`config.mk`:
```
export PLATFORM = sky130hd
export DESIGN_NAME = gray_encoder_flat
export DESIGN_NICKNAME = d
export VERILOG_FILES = /design/src/rtl/gray_encoder_if.sv /design/src/rtl/gray_encoder.sv /design/src/flat_wrapper.sv
export SDC_FILE = /design/constraint.sdc
export NUM_CORES = 1
export LEC_CHECK = 0
export ABC_CLOCK_PERIOD_IN_PS = 8370
export BUFFER_PORTS_ARGS = -buffer_cell sky130_fd_sc_hd__buf_2
export CELL_PAD_IN_SITES_DETAIL_PLACEMENT = 0
export CELL_PAD_IN_SITES_GLOBAL_PLACEMENT = 1
export CORE_MARGIN = 2
export CORE_UTILIZATION = 36
export CTS_CLUSTER_SIZE = 12
export DETAILED_ROUTE_END_ITERATION = 10
export HOLD_SLACK_MARGIN = 0.03
export PLACE_DENSITY = 0.82
export SLEW_MARGIN = 0
export SYNTH_ARGS = -nofsm -noshare
export SYNTH_HDL_FRONTEND = slang
export SYNTH_SLANG_ARGS = --single-unit
```
`constraint.sdc`:
```
create_clock -name clk -period 8.37 [get_ports clk]
set_clock_uncertainty 0.2 [all_clocks]
set_input_delay 2.511 -clock clk [delete_from_list [all_inputs] [get_ports clk]]
set_output_delay 2.511 -clock clk [all_outputs]
set_load 0.02 [all_outputs]
```
`src/rtl/gray_encoder_if.sv`:
```
// Bus bundle for the Gray encoder. The driver side owns bin/in_valid and the
// encoder owns the combinational and registered results.
interface gray_encoder_if #(
  parameter int unsigned WIDTH = 4
);
  logic [WIDTH-1:0] bin;
  logic             in_valid;
  logic [WIDTH-1:0] gray;
  logic [WIDTH-1:0] gray_q;
  logic [WIDTH-1:0] bin_q;
  logic             out_valid;
  logic             step_err;

  modport master (
    output bin, in_valid,
    input  gray, gray_q, bin_q, out_valid, step_err
  );

  modport slave (
    input  bin, in_valid,
    output gray, gray_q, bin_q, out_valid, step_err
  );
endinterface

```
`src/rtl/gray_encoder.sv`:
```
// Binary-to-Gray encoder: a zero-latency combinational code plus a registered
// copy with a valid flag, for feeding synchronisers straight from a flop.
// step_err flags a +1 binary step whose Gray codes differ in other than one bit.
module gray_encoder #(
  parameter int unsigned WIDTH = 4
) (
  input  logic          clk,
  input  logic          rst,
  gray_encoder_if.slave bus
);

  logic [WIDTH-1:0] gray;
  logic [WIDTH-1:0] gray_q_r;
  logic [WIDTH-1:0] bin_q_r;
  logic             out_valid_r;
  logic             step_err_r;
  logic             history;
  logic [WIDTH-1:0] bin_inc;
  logic             is_step;
  logic             bad_step;

  // Gray code of the live input; the shift leaves the MSB unchanged
  always_comb begin
    gray = bus.bin ^ (bus.bin >> 1);
  end

  // Step classification: only a +1 (modulo wrap) after a prior capture is checked
  always_comb begin
    bin_inc  = bin_q_r + WIDTH'(1);
    is_step  = history && (bus.bin == bin_inc);
    bad_step = is_step && ($countones(gray ^ gray_q_r) != 1);
  end

  // Capture register; rst wins over in_valid, idle cycles hold the data
  always_ff @(posedge clk) begin
    if (rst) begin
      gray_q_r    <= '0;
      bin_q_r     <= '0;
      out_valid_r <= 1'b0;
      step_err_r  <= 1'b0;
      history     <= 1'b0;
    end else begin
      out_valid_r <= bus.in_valid;
      if (bus.in_valid) begin
        gray_q_r   <= gray;
        bin_q_r    <= bus.bin;
        history    <= 1'b1;
        step_err_r <= bad_step;
      end
    end
  end

  assign bus.gray      = gray;
  assign bus.gray_q    = gray_q_r;
  assign bus.bin_q     = bin_q_r;
  assign bus.out_valid = out_valid_r;
  assign bus.step_err  = step_err_r;

endmodule

```
`src/flat_wrapper.sv`:
```
// flat-port wrapper written by rule: the top's interface ports become plain ports
module gray_encoder_flat 
#(
  parameter int unsigned WIDTH = 4
)
  (clk, rst, bus_bin, bus_in_valid, bus_gray, bus_gray_q, bus_bin_q, bus_out_valid, bus_step_err);
  gray_encoder_if #(.WIDTH(WIDTH)) bus_i ();
  input  logic clk;
  input  logic rst;
  input wire logic [$bits(bus_i.bin)-1:0] bus_bin;
  input wire logic [$bits(bus_i.in_valid)-1:0] bus_in_valid;
  output wire logic [$bits(bus_i.gray)-1:0] bus_gray;
  output wire logic [$bits(bus_i.gray_q)-1:0] bus_gray_q;
  output wire logic [$bits(bus_i.bin_q)-1:0] bus_bin_q;
  output wire logic [$bits(bus_i.out_valid)-1:0] bus_out_valid;
  output wire logic [$bits(bus_i.step_err)-1:0] bus_step_err;
  assign bus_i.bin = bus_bin;
  assign bus_i.in_valid = bus_in_valid;
  assign bus_gray = bus_i.gray;
  assign bus_gray_q = bus_i.gray_q;
  assign bus_bin_q = bus_i.bin_q;
  assign bus_out_valid = bus_i.out_valid;
  assign bus_step_err = bus_i.step_err;
  gray_encoder #(.WIDTH(WIDTH)) u_core (.clk(clk), .rst(rst), .bus(bus_i));
endmodule
```
==> metrics.cfg, run 1 <==
[outcome]
run_status = completed

[placement]
routabilityCongestion = 0.699
dp_hpwl_um = 768
detailedPlace.worstSlack_ns = 2.50
postPlaceCellArea_um2 = 654
quantity_of_i_o_buffers_inserted_on_ports = 20

[clock_tree]
cts.reportedPaths.clkPinSlew_ns = 0.07
cts_tree = done
cts_buffers = 3
h_tree_level_count = 1
cts_hold_buffers = 0
cts_post_setup_buffers_inserted = 0
clock_sinks = 10
cts_repair_resize_count = 0
source_to_sink_clock_delay_at_the_later_pin_of_the_worst_skew_pair_ns = 0.27
cts.root.buffer_cell = clkbuf_4
clock_path_buffers = 2

[power]
p_int_mw = 0.0938
sw_ratio_pct = 31.0
share_clk_of_total_power_pct = 32.5
p_leak_nw = 0.344
power.total_mw = 0.136
power.combinational.fraction_pct = 28.5
total_switching_power_mw = 0.0421
power.sequential.fraction_pct = 39.0
vdd.ir_drop.worst_v = 0.0000823
cellPowerDensity_mw_per_mm2 = 197

[die]
num_rows = 14
core_mm2 = 0.00147
die_area_mm2 = 0.00188
initial_core_util_pct = 37.9
ios = 21
die-height_um = 43.4
die_w_um = 43.4

[synth]
yosys_warning_count = 0
post_synth_most_frequent_cells = dfxtp_1 (10), nor2_1 (10), xnor2_1 (6)
syn_nets = 70
synthDominantCellAreaShare_pct = 35.9
yosys.cell_types.count = 19
ys_dominant_reg_cell = dfxtp_1
synth_sequential_area_ratio_pct = 35.9
synth-edff-count = 0
syn_area_um2 = 558
netlist_top_cells_area = dfxtp_1 (36%), xnor2_1 (9.4%), ha_1 (9.0%), mux2i_1 (7.2%), nor2_1 (6.7%)
ys_ff_latch = 10
synth_area_leader_cell = dfxtp_1
async_reset_ff_share_pct = 0
syn_inst = 58
syn_area_per_cell_um2 = 9.62

[grt]
grt_pass1_wl_mm = 1.77
groute.layer.met2.usage_pct = 19.4
pin_count_of_the_biggest_net_entering_global_routing = 15
globalRouteMet3Util_pct = 1.25
first_global_vias = 414
top_usage_layer = met2
routing_usage_on_met1_pct = 16.7
grt_remaining_overflow = 0
antenna_found_initial = 0
grt_util_all_layers_pct = 12.9

[layout]
antennaDiodeCount = 0
post-route-cell-area_um2 = 691
flow.area_growth_from_synthesis_pct = 23.8
drive_above_1_share_pct = 32.1
n_fill_cell = 155
nNetsFinal = 91

[setup_path]
critical-path-top-cell-by-count = buf_2
critical_path.startpoint_type = input port
critPathArrivalTime_ns = 3.15
critPathMaxFanout = 4
data_required_critical_path_ns = 5.66
worst_setup_path_end_kind = output port
critical-path-max-stage-delay_ns = 0.28
critical_path.n_buffers_inverters = 3
crit_type = in -> out
path_cells = buf_2 -> xnor2_1 -> inv_1 -> buf_2
timing.critical_path.max_delay_family = buffers and inverters
cpMaxStageDelayCell = xnor2_1

[timing]
final_min_period_over_clock_period_pct = 70.0
finalWorstSetupSlack_ns = 2.51
hold_slack_ns = 0.283
timing_max_transition_violations_final = 0
fmax_mhz = 171
rsz_0062_raised_after_global_routing = false
finalWorstPathRequiredPeriod_ns = 5.86
hold_viol_final = 0
max-slew-margin-rel_pct = 80.7
max_slew.worst_pin.slew_ns = 0.288
finalSetupTns_ns = 0
final_setup_violation_count = 0

[detailed_routing]
via_count = 437
ant_nets = 0
drt-vias-per-instance = 4.65
wire_length_per_cell_after_detailed_routing_um = 10.6
drc = 0
drtIter0Drc = 4
dr.pass1.iters = 2
wirelength_mm = 1.00

[hold_path]
min-delay-path-class = reg -> reg

[run]
max-cap-violations = 0

==> power groups by stage <==
stage,Sequential (mW),Clock (mW),Combinational [mW]
after floorplan,0.0572,0,0.0257
final,0.0530,0.0442,0.0387
after CTS,0.0531,0.0458,0.0394
after global routing,0.0535,0.0477,0.0446
after detailed placement,0.0541,0,0.0392
after global placement,0.0540,0,0.0387
==> tightest hold or removal path, cell delays in order, from the launching register on <==
cell,delay (ns)
dfxtp_1,0.34
nor2_1,0.05
nor2_1,0.07
==> registers in the layout, summed over array words and instances (netlist names) <==
signal and count:
u_core.bus.bin_q 4, u_core.bus.gray_q 3, u_core.bus.out_valid 1, u_core.bus.step_err 1, u_core.history 1
==> placed cells by master, fill, tap and decap left out, drive strengths merged <==
master / n
clkbuf: 4
buf: 20
nor2b: 2
a41oi: 1
inv: 3
nor2: 10
xor2: 5
xnor2: 6
fa: 1
mux2i: 4
a311oi: 1
a211oi: 3
a21oi: 1
nand2: 1
dfxtp: 10
nor3: 2
ha: 4
==> metal layers <==
| layer | part of all wire (%) | up-vias | wire, um |
|---|---|---|---|
| li1 | - | 231 | - |
| met1 | 47 | 196 | 475 |
| met2 | 48 | 8 | 481 |
| met3 | 2.9 | 2 | 29 |
| met4 | 1.4 | 0 | 14 |
| met5 | 0 | - | 0 |
==> stage by stage <==
step / cells / utilization (%)
2_1_floorplan: 58 / -
3_3_place_gp: 90 / 44.5
3_5_place_dp: 90 / 44.5
4_1_cts: 94 / 46.9
5_1_grt: 94 / 46.9
6_report: 94 / 46.9
==> worst paths after layout <==
kind	depth (start not counted)	end	start	slack, ns
worst min register to register	2	u_core.history	u_core.history	0.28
worst max register to register	8	u_core.bus.step_err	u_core.bus.bin_q[3]	6.05
worst min-delay path	2	u_core.history	u_core.history	0.28
worst max-delay path	4	bus_gray[2]	bus_bin[2]	2.51
==> final cells by class <==
type | count | area [um2] | share of cell area, %
inverters | 3 | 11.3 | 1.63
multi-input cells | 41 | 323 | 46.7
flip-flops and latches | 10 | 200 | 29.0
well taps | 16 | 20.0 | 2.90
clock buffers | 4 | 36.3 | 5.25
repair buffers | 20 | 100 | 14.5
==> cells by family (layout without fill, tap and decap cells) <==
| kind of cell | count (synthesis) | in the layout | share of synthesized area [%] |
|---|---|---|---|
| and+or+nand+nor | 15 | 15 | 11.4 |
| xor gates and xnor gates | 11 | 11 | 18.6 |
| buffers and inverters | 7 | 27 | 6.28 |
| AOI/OAI and AO/OA | 6 | 6 | 8.07 |
| adders and majority gates | 5 | 5 | 12.6 |
| DFF | 10 | 10 | 35.9 |
| muxes | 4 | 4 | 7.18 |
No activity file was read; power rests on OpenSTA's default activity.
==> run 2, diff against run 1 <==
ABC_CLOCK_PERIOD_IN_PS = 5600   (was 8370)
CORE_UTILIZATION = 33   (was 36)
PLACE_DENSITY = 0.77   (was 0.82)
clock period = 5.6 ns   (was 8.37 ns; I/O delays follow)
==> metrics.cfg, run 2 (same netlist as run 1, synthesis figures left out) <==
[grt]
grt_pass1_wl_mm = 1.73  ; was 1.77 mm
grt_remaining_overflow = 0  ; unchanged
pin_count_of_the_biggest_net_entering_global_routing = 15  ; unchanged
antenna_found_initial = 0  ; unchanged
first_global_vias = 397  ; was 414
grt_util_all_layers_pct = 11.8  ; was 12.9%

[setup_path]
crit-reg2reg-launch = u_core.bus.bin_q[3]  ; unchanged
data_required_critical_path_ns = 3.72  ; was 5.66 ns
critical_path.startpoint_type = input port  ; unchanged
critical-path-top-cell-by-count = buf_2  ; unchanged
worst_setup_path_end_kind = output port  ; unchanged
critPathArrivalTime_ns = 2.36  ; was 3.15 ns
critPathMaxFanout = 4  ; unchanged
timing.critical_path.max_delay_family = buffers and inverters  ; unchanged
critical-path-max-stage-delay_ns = 0.32  ; was 0.28 ns
crit_type = in -> out  ; unchanged
cpMaxStageDelayCell = xnor2_1  ; unchanged
critical_path.startpoint = bus_bin[1]  ; was bus_bin[2]
path_cells = buf_2 -> xnor2_1 -> inv_1 -> buf_2  ; unchanged
critical_path.n_buffers_inverters = 3  ; unchanged

[layout]
final_cell_mix = buf_2 (20), nor2_1 (10), dfxtp_1 (10), xnor2_1 (6)  ; unchanged
nNetsFinal = 91  ; unchanged
fin_cells = 93  ; was 94
final_common_cell = buf_2  ; unchanged
antennaDiodeCount = 0  ; unchanged
multi_input_gate_area_um2 = 323  ; unchanged
n_fill_cell = 155  ; unchanged
flow.area_growth_from_synthesis_pct = 21.3  ; was 23.8%
post-route-cell-area_um2 = 677  ; was 691 um2
drive_above_1_share_pct = 31.2  ; was 32.1%
area_taken_by_flip_flops_and_latches_um2 = 200  ; unchanged
largest_reg_flops = 4  ; unchanged

[detailed_routing]
via_count = 429  ; was 437
ant_nets = 0  ; unchanged
drtIter0Drc = 7  ; was 4
wirelength_um = 980  ; was 1.00 mm
dr.pass1.iters = 2  ; unchanged
drt-vias-per-instance = 4.61  ; was 4.65
drc = 0  ; unchanged
wire_length_per_cell_after_detailed_routing_um = 10.5  ; was 10.6 um

[timing]
finalWorstPathRequiredPeriod_ns = 4.24
final_setup_violation_count = 0  ; unchanged
hold_viol_final = 0  ; unchanged
final_min_period_over_clock_period_pct = 75.7
timing_max_transition_violations_final = 0  ; unchanged
max_slew.worst_pin.slew_ns = 0.337  ; was 0.288 ns
rsz_0062_raised_after_global_routing = false  ; unchanged
fmax_mhz = 236
max-slew-margin-rel_pct = 77.4  ; was 80.7%
finalSetupTns_ns = 0  ; unchanged

[clock_tree]
cts_tree = done  ; unchanged
h_tree_level_count = 1  ; unchanged
cts.root.buffer_cell = clkbuf_4  ; unchanged
source_to_sink_clock_delay_at_the_later_pin_of_the_worst_skew_pair_ns = 0.25  ; was 0.27 ns
cts_hold_buffers = 0  ; unchanged
clock_path_buffers = 2  ; unchanged
cts_post_setup_buffers_inserted = 0  ; unchanged
cts_buffers = 3  ; unchanged
cts.reportedPaths.clkPinSlew_ns = 0.06  ; was 0.07 ns
cts_repair_resize_count = 0  ; unchanged
clock_sinks = 10  ; unchanged

[die]
num_rows = 14  ; unchanged
ios = 21  ; unchanged
die-height_um = 45.1  ; was 43.4 um
initial_core_util_pct = 36.2  ; was 37.9%
core_mm2 = 0.00154  ; was 0.00147 mm2
die_area_mm2 = 0.00204  ; was 0.00188 mm2
die_w_um = 45.1  ; was 43.4 um

[placement]
quantity_of_i_o_buffers_inserted_on_ports = 20  ; unchanged
numPlacedInstances = 90  ; unchanged
postPlaceCellArea_um2 = 654  ; unchanged
routabilityCongestion = 0.695  ; was 0.699
dp_hpwl_um = 791  ; was 768 um

[hold_path]
min-delay-path-class = reg -> reg  ; unchanged
hold_path_startpoint = u_core.history  ; unchanged

[power]
power.total_mw = 0.183  ; was 0.136 mW
cellPowerDensity_mw_per_mm2 = 270  ; was 197 mW/mm2
p_leak_nw = 0.337  ; was 0.344 nW
vdd.ir_drop.worst_v = 0.000155  ; was 0.0000823 V

[run]
max-cap-violations = 0  ; unchanged

[outcome]
run_status = completed  ; unchanged

-- run 2: cell count changes in the layout (fill, tap and decap cells not counted), sizes merged --
cell,change
clkbuf,-1
-- run 2: layout make-up --
type / instances / share of cell area (%)
timing repair buffer: 20 / 14.8
sequential: 10 / 29.6
tap: 16 / 2.96
multi-input combinational: 41 / 47.7
clock buffer: 3 / 3.33
inverter: 3 / 1.66
-- run 2: final timing paths --
path	endpoint	slack [ns]	cells past startpoint
max	bus_gray[1]	1.36	4
min	u_core.history	0.27	2
max reg2reg	u_core.bus.step_err	3.27	8
min reg2reg	u_core.history	0.27	2
-- run 2: worst min-delay path: cells and delay by family, from the launching register on --
family | cells | cell delay [ns]
flops | 1 | 0.33
simple gates | 2 | 0.12
-- run 2: where the power goes --
group	total, mW	internal, mW	switching (mW)
clock	0.0447	0.0246	0.0202
sequential	0.0793	0.0756	0.00365
combinational	0.0586	0.0251	0.0335
total	0.183	0.125	0.0573
-- run 2: routing by layer --
metal	vias up	part of all wire, %	track usage, %
met3	0	4.5	3.60
met2	9	47	17.1
met4	0	0	5.29
li1	230	-	-
met1	190	48	15.9
met5	-	0	0
-- run 2: through the flow --
stage / setup WS, ns / utilization, % / hold WS [ns]
2_1_floorplan: 1.65 / - / 0.239
3_3_place_gp: 1.38 / 42.5 / 0.259
3_5_place_dp: 1.36 / 42.5 / 0.267
4_1_cts: 1.36 / 43.9 / 0.281
5_1_grt: 1.30 / 43.9 / 0.305
6_report: 1.36 / 43.9 / 0.275
==> run 3, diff against run 2 <==
ABC_AREA = 1   (was not set)
ABC_CLOCK_PERIOD_IN_PS = 3850   (was 5600)
CORE_UTILIZATION = 29   (was 33)
PLACE_DENSITY = 0.74   (was 0.77)
clock period = 3.85 ns   (was 5.6 ns; I/O delays follow)
==> metrics.cfg, run 3 <==
[detailed_routing]
dr.pass1.iters = 4  ; was 2
drt-vias-per-instance = 4.22  ; was 4.61
ant_nets = 0  ; unchanged
wirelength_mm = 1.29  ; was 980 um
drc = 0  ; unchanged
wire_length_per_cell_after_detailed_routing_um = 9.82  ; was 10.5 um
via_count = 553  ; was 429
drtIter0Drc = 7  ; unchanged

[synth]
syn_inst = 85  ; was 58
netlist_top_cells_area = dfxtp_1 (33%), inv_1 (9.9%), nand2_1 (9.9%), xor2_1 (8.7%), ha_1 (8.2%)  ; was dfxtp_1 (36%), xnor2_1 (9.4%), ha_1 (9.0%), mux2i_1 (7.2%), nor2_1 (6.7%)
async_reset_ff_share_pct = 0  ; unchanged
yosys.cell_types.count = 15  ; was 19
ys_dominant_reg_cell = dfxtp_1  ; unchanged
ys_ff_latch = 10  ; unchanged
synth_area_leader_cell = dfxtp_1  ; unchanged
synth_sequential_area_ratio_pct = 33.0  ; was 35.9%
post_synth_most_frequent_cells = inv_1 (16), nand2_1 (16), nor2_1 (12), dfxtp_1 (10), xor2_1 (6)  ; was dfxtp_1 (10), nor2_1 (10), xnor2_1 (6)
synth-edff-count = 0  ; unchanged
yosys_warning_count = 0  ; unchanged
synthDominantCellAreaShare_pct = 33.0  ; was 35.9%
syn_area_per_cell_um2 = 7.14  ; was 9.62 um2
syn_nets = 97  ; was 70
syn_area_um2 = 607  ; was 558 um2

[layout]
final_common_cell = buf_2  ; unchanged
final_cell_mix = buf_2 (20), inv_1 (16), nand2_1 (16), nor2_1 (12), dfxtp_1 (10)  ; was buf_2 (20), nor2_1 (10), dfxtp_1 (10), xnor2_1 (6)
fin_cells = 131  ; was 93
post-route-cell-area_um2 = 739  ; was 677 um2
core_utilization_of_the_finished_layout_pct = 37.7  ; was 43.9%
flow.area_growth_from_synthesis_pct = 21.9  ; was 21.3%
antennaDiodeCount = 0  ; unchanged
nNetsFinal = 118  ; was 91
largest_reg_flops = 4  ; unchanged
drive_above_1_share_pct = 22.1  ; was 31.2%

[power]
power.total_mw = 0.276  ; was 0.183 mW
vdd.ir_drop.worst_v = 0.000193  ; was 0.000155 V
p_leak_nw = 0.417  ; was 0.337 nW
cellPowerDensity_mw_per_mm2 = 373  ; was 270 mW/mm2

[setup_path]
worst_setup_path_end_kind = flip-flop  ; was output port
critical_path.n_buffers_inverters = 2  ; was 3
critical_path.startpoint_type = input port  ; unchanged
cpMaxStageDelayCell = fa_1  ; was xnor2_1
crit_type = in -> reg  ; was in -> out
timing.reg2reg.worst_path_depth = 11  ; was 8
critical-path-max-stage-delay_ns = 0.48  ; was 0.32 ns
critical_path.reg2reg.endpoint = u_core.bus.step_err  ; unchanged
data_required_critical_path_ns = 3.85  ; was 3.72 ns
critPathMaxFanout = 4  ; unchanged
critPathArrivalTime_ns = 3.16  ; was 2.36 ns
path_cells = buf_2 -> xor2_1 -> xor2_1 -> inv_1 -> ha_1 -> ha_1 -> fa_1 -> nand3b_1 -> nand2_1 -> nor2_1 -> nand3_1 -> a21oi_1  ; was buf_2 -> xnor2_1 -> inv_1 -> buf_2
crit-reg2reg-launch = u_core.bus.bin_q[3]  ; unchanged
r2r_setup_slack_ns = 1.60  ; was 3.27 ns
timing.critical_path.max_delay_family = adder cells  ; was buffers and inverters

[grt]
antenna_found_initial = 0  ; unchanged
pin_count_of_the_biggest_net_entering_global_routing = 14  ; was 15
grt_pass1_wl_mm = 2.18  ; was 1.73 mm
first_global_vias = 502  ; was 397
grt_remaining_overflow = 0  ; unchanged
grt_util_all_layers_pct = 11.9  ; was 11.8%

[die]
num_rows = 16  ; was 14
die-height_um = 49.7  ; was 45.1 um
core_mm2 = 0.00196  ; was 0.00154 mm2
initial_core_util_pct = 30.9  ; was 36.2%
ios = 21  ; unchanged
die_area_mm2 = 0.00247  ; was 0.00204 mm2
die_w_um = 49.7  ; was 45.1 um

[hold_path]
hold_path_startpoint = u_core.bus.step_err  ; was u_core.history
hold_path_end = u_core.bus.step_err  ; was u_core.history
min-delay-path-class = reg -> reg  ; unchanged
worst_hold_path.num_cells = 2  ; unchanged

[timing]
final_min_period_over_clock_period_pct = 82.2
max_slew.worst_pin.slew_ns = 0.280  ; was 0.337 ns
rsz_0062_raised_after_global_routing = false  ; unchanged
fmax_mhz = 316
final_setup_violation_count = 0  ; unchanged
max-slew-margin-rel_pct = 81.3  ; was 77.4%
finalWorstPathRequiredPeriod_ns = 3.16
finalSetupTns_ns = 0  ; unchanged
timing_max_transition_violations_final = 0  ; unchanged
hold_viol_final = 0  ; unchanged

[placement]
routabilityCongestion = 0.776  ; was 0.695
quantity_of_i_o_buffers_inserted_on_ports = 20  ; unchanged
postPlaceCellArea_um2 = 717  ; was 654 um2
numPlacedInstances = 128  ; was 90
dp_hpwl_mm = 1.00  ; was 791 um

[clock_tree]
cts.root.buffer_cell = clkbuf_4  ; unchanged
source_to_sink_clock_delay_at_the_later_pin_of_the_worst_skew_pair_ns = 0.26  ; was 0.25 ns
cts_hold_buffers = 0  ; unchanged
cts_buffers = 3  ; unchanged
cts_post_setup_buffers_inserted = 0  ; unchanged
clock_sinks = 10  ; unchanged
cts.reportedPaths.clkPinSlew_ns = 0.07  ; was 0.06 ns
cts_tree = done  ; unchanged
h_tree_level_count = 1  ; unchanged
cts_repair_resize_count = 0  ; unchanged
clock_path_buffers = 2  ; unchanged

[outcome]
run_status = completed  ; unchanged

[run]
max-cap-violations = 0  ; unchanged

## run 3: cell types whose count changed in the layout (fill, tap and decap cells not counted), moves of 3 or more
cell | before | now
nand2_1 | 1 | 16
mux2i_1 | 4 | 0
o21ai_0 | 0 | 3
xnor2_1 | 6 | 0
inv_1 | 3 | 16
nand3_1 | 0 | 4
## run 3: final cells by class
type / instances / area (um2)
clock buffer: 3 / 22.5
timing repair buffer: 20 / 100
sequential: 10 / 200
inverter: 16 / 60.1
tap: 27 / 33.8
multi-input combinational: 55 / 323
fill: 235 / 1220
## run 3: worst register-to-register path: stages (launching register included)
cell	delay [ns]
dfxtp_1	0.39
inv_1	0.06
nand2_1	0.07
nand2_1	0.07
ha_1	0.28
ha_1	0.21
fa_1	0.48
nand3b_1	0.10
nand2_1	0.05
nor2_1	0.09
nand3_1	0.07
a21oi_1	0.11
## run 3: how the worst max path moves through the flow
stage	start	to	slack, ns	cells after the start
floorplan	bus_bin[1]	u_core.bus.step_err	0.47	11
global placement	bus_bin[1]	u_core.bus.step_err	0.37	12
detailed placement	bus_bin[1]	u_core.bus.step_err	0.40	12
CTS	bus_bin[1]	u_core.bus.step_err	0.67	12
global route	bus_bin[2]	u_core.bus.step_err	0.56	12
finish	bus_bin[1]	u_core.bus.step_err	0.69	12
## run 3: cell families (layout without fill, tap and decap cells)
group / count (synthesis) / after routing / synth area share (%)
xor gates and xnor gates: 6 / 6 / 8.66
DFF: 10 / 10 / 33.0
and+or+nand+nor: 34 / 34 / 23.1
AOI/OAI and AO/OA: 10 / 10 / 9.90
adders and majority gates: 5 / 5 / 11.5
buffers and inverters: 20 / 39 / 13.8
## run 3: where the power goes
| part | internal, mW | switching, mW | leakage [nW] | total [mW] |
|---|---|---|---|---|
| logic | 0.0348 | 0.0520 | 0.321 | 0.0868 |
| registers | 0.110 | 0.00592 | 0.0830 | 0.116 |
| clock network | 0.0361 | 0.0364 | 0.0138 | 0.0725 |
| total | 0.181 | 0.0943 | 0.417 | 0.276 |
## run 3: routing by layer
layer,part of all wire (%),vias to the layer above,routed length (um),track usage (%)
met5,0,-,0,0
met4,0.62,0,8,6.94
met3,5.5,2,71,3.03
met2,46,14,595,18.2
met1,48,239,613,15.0
li1,-,298,-,-
## run 3: stage by stage
step / hold WS, ns / setup slack, ns
2_1_floorplan: 0.240 / 0.468
6_report: 0.268 / 0.686
3_3_place_gp: 0.251 / 0.370
4_1_cts: 0.273 / 0.669
5_1_grt: 0.300 / 0.556
3_5_place_dp: 0.263 / 0.400
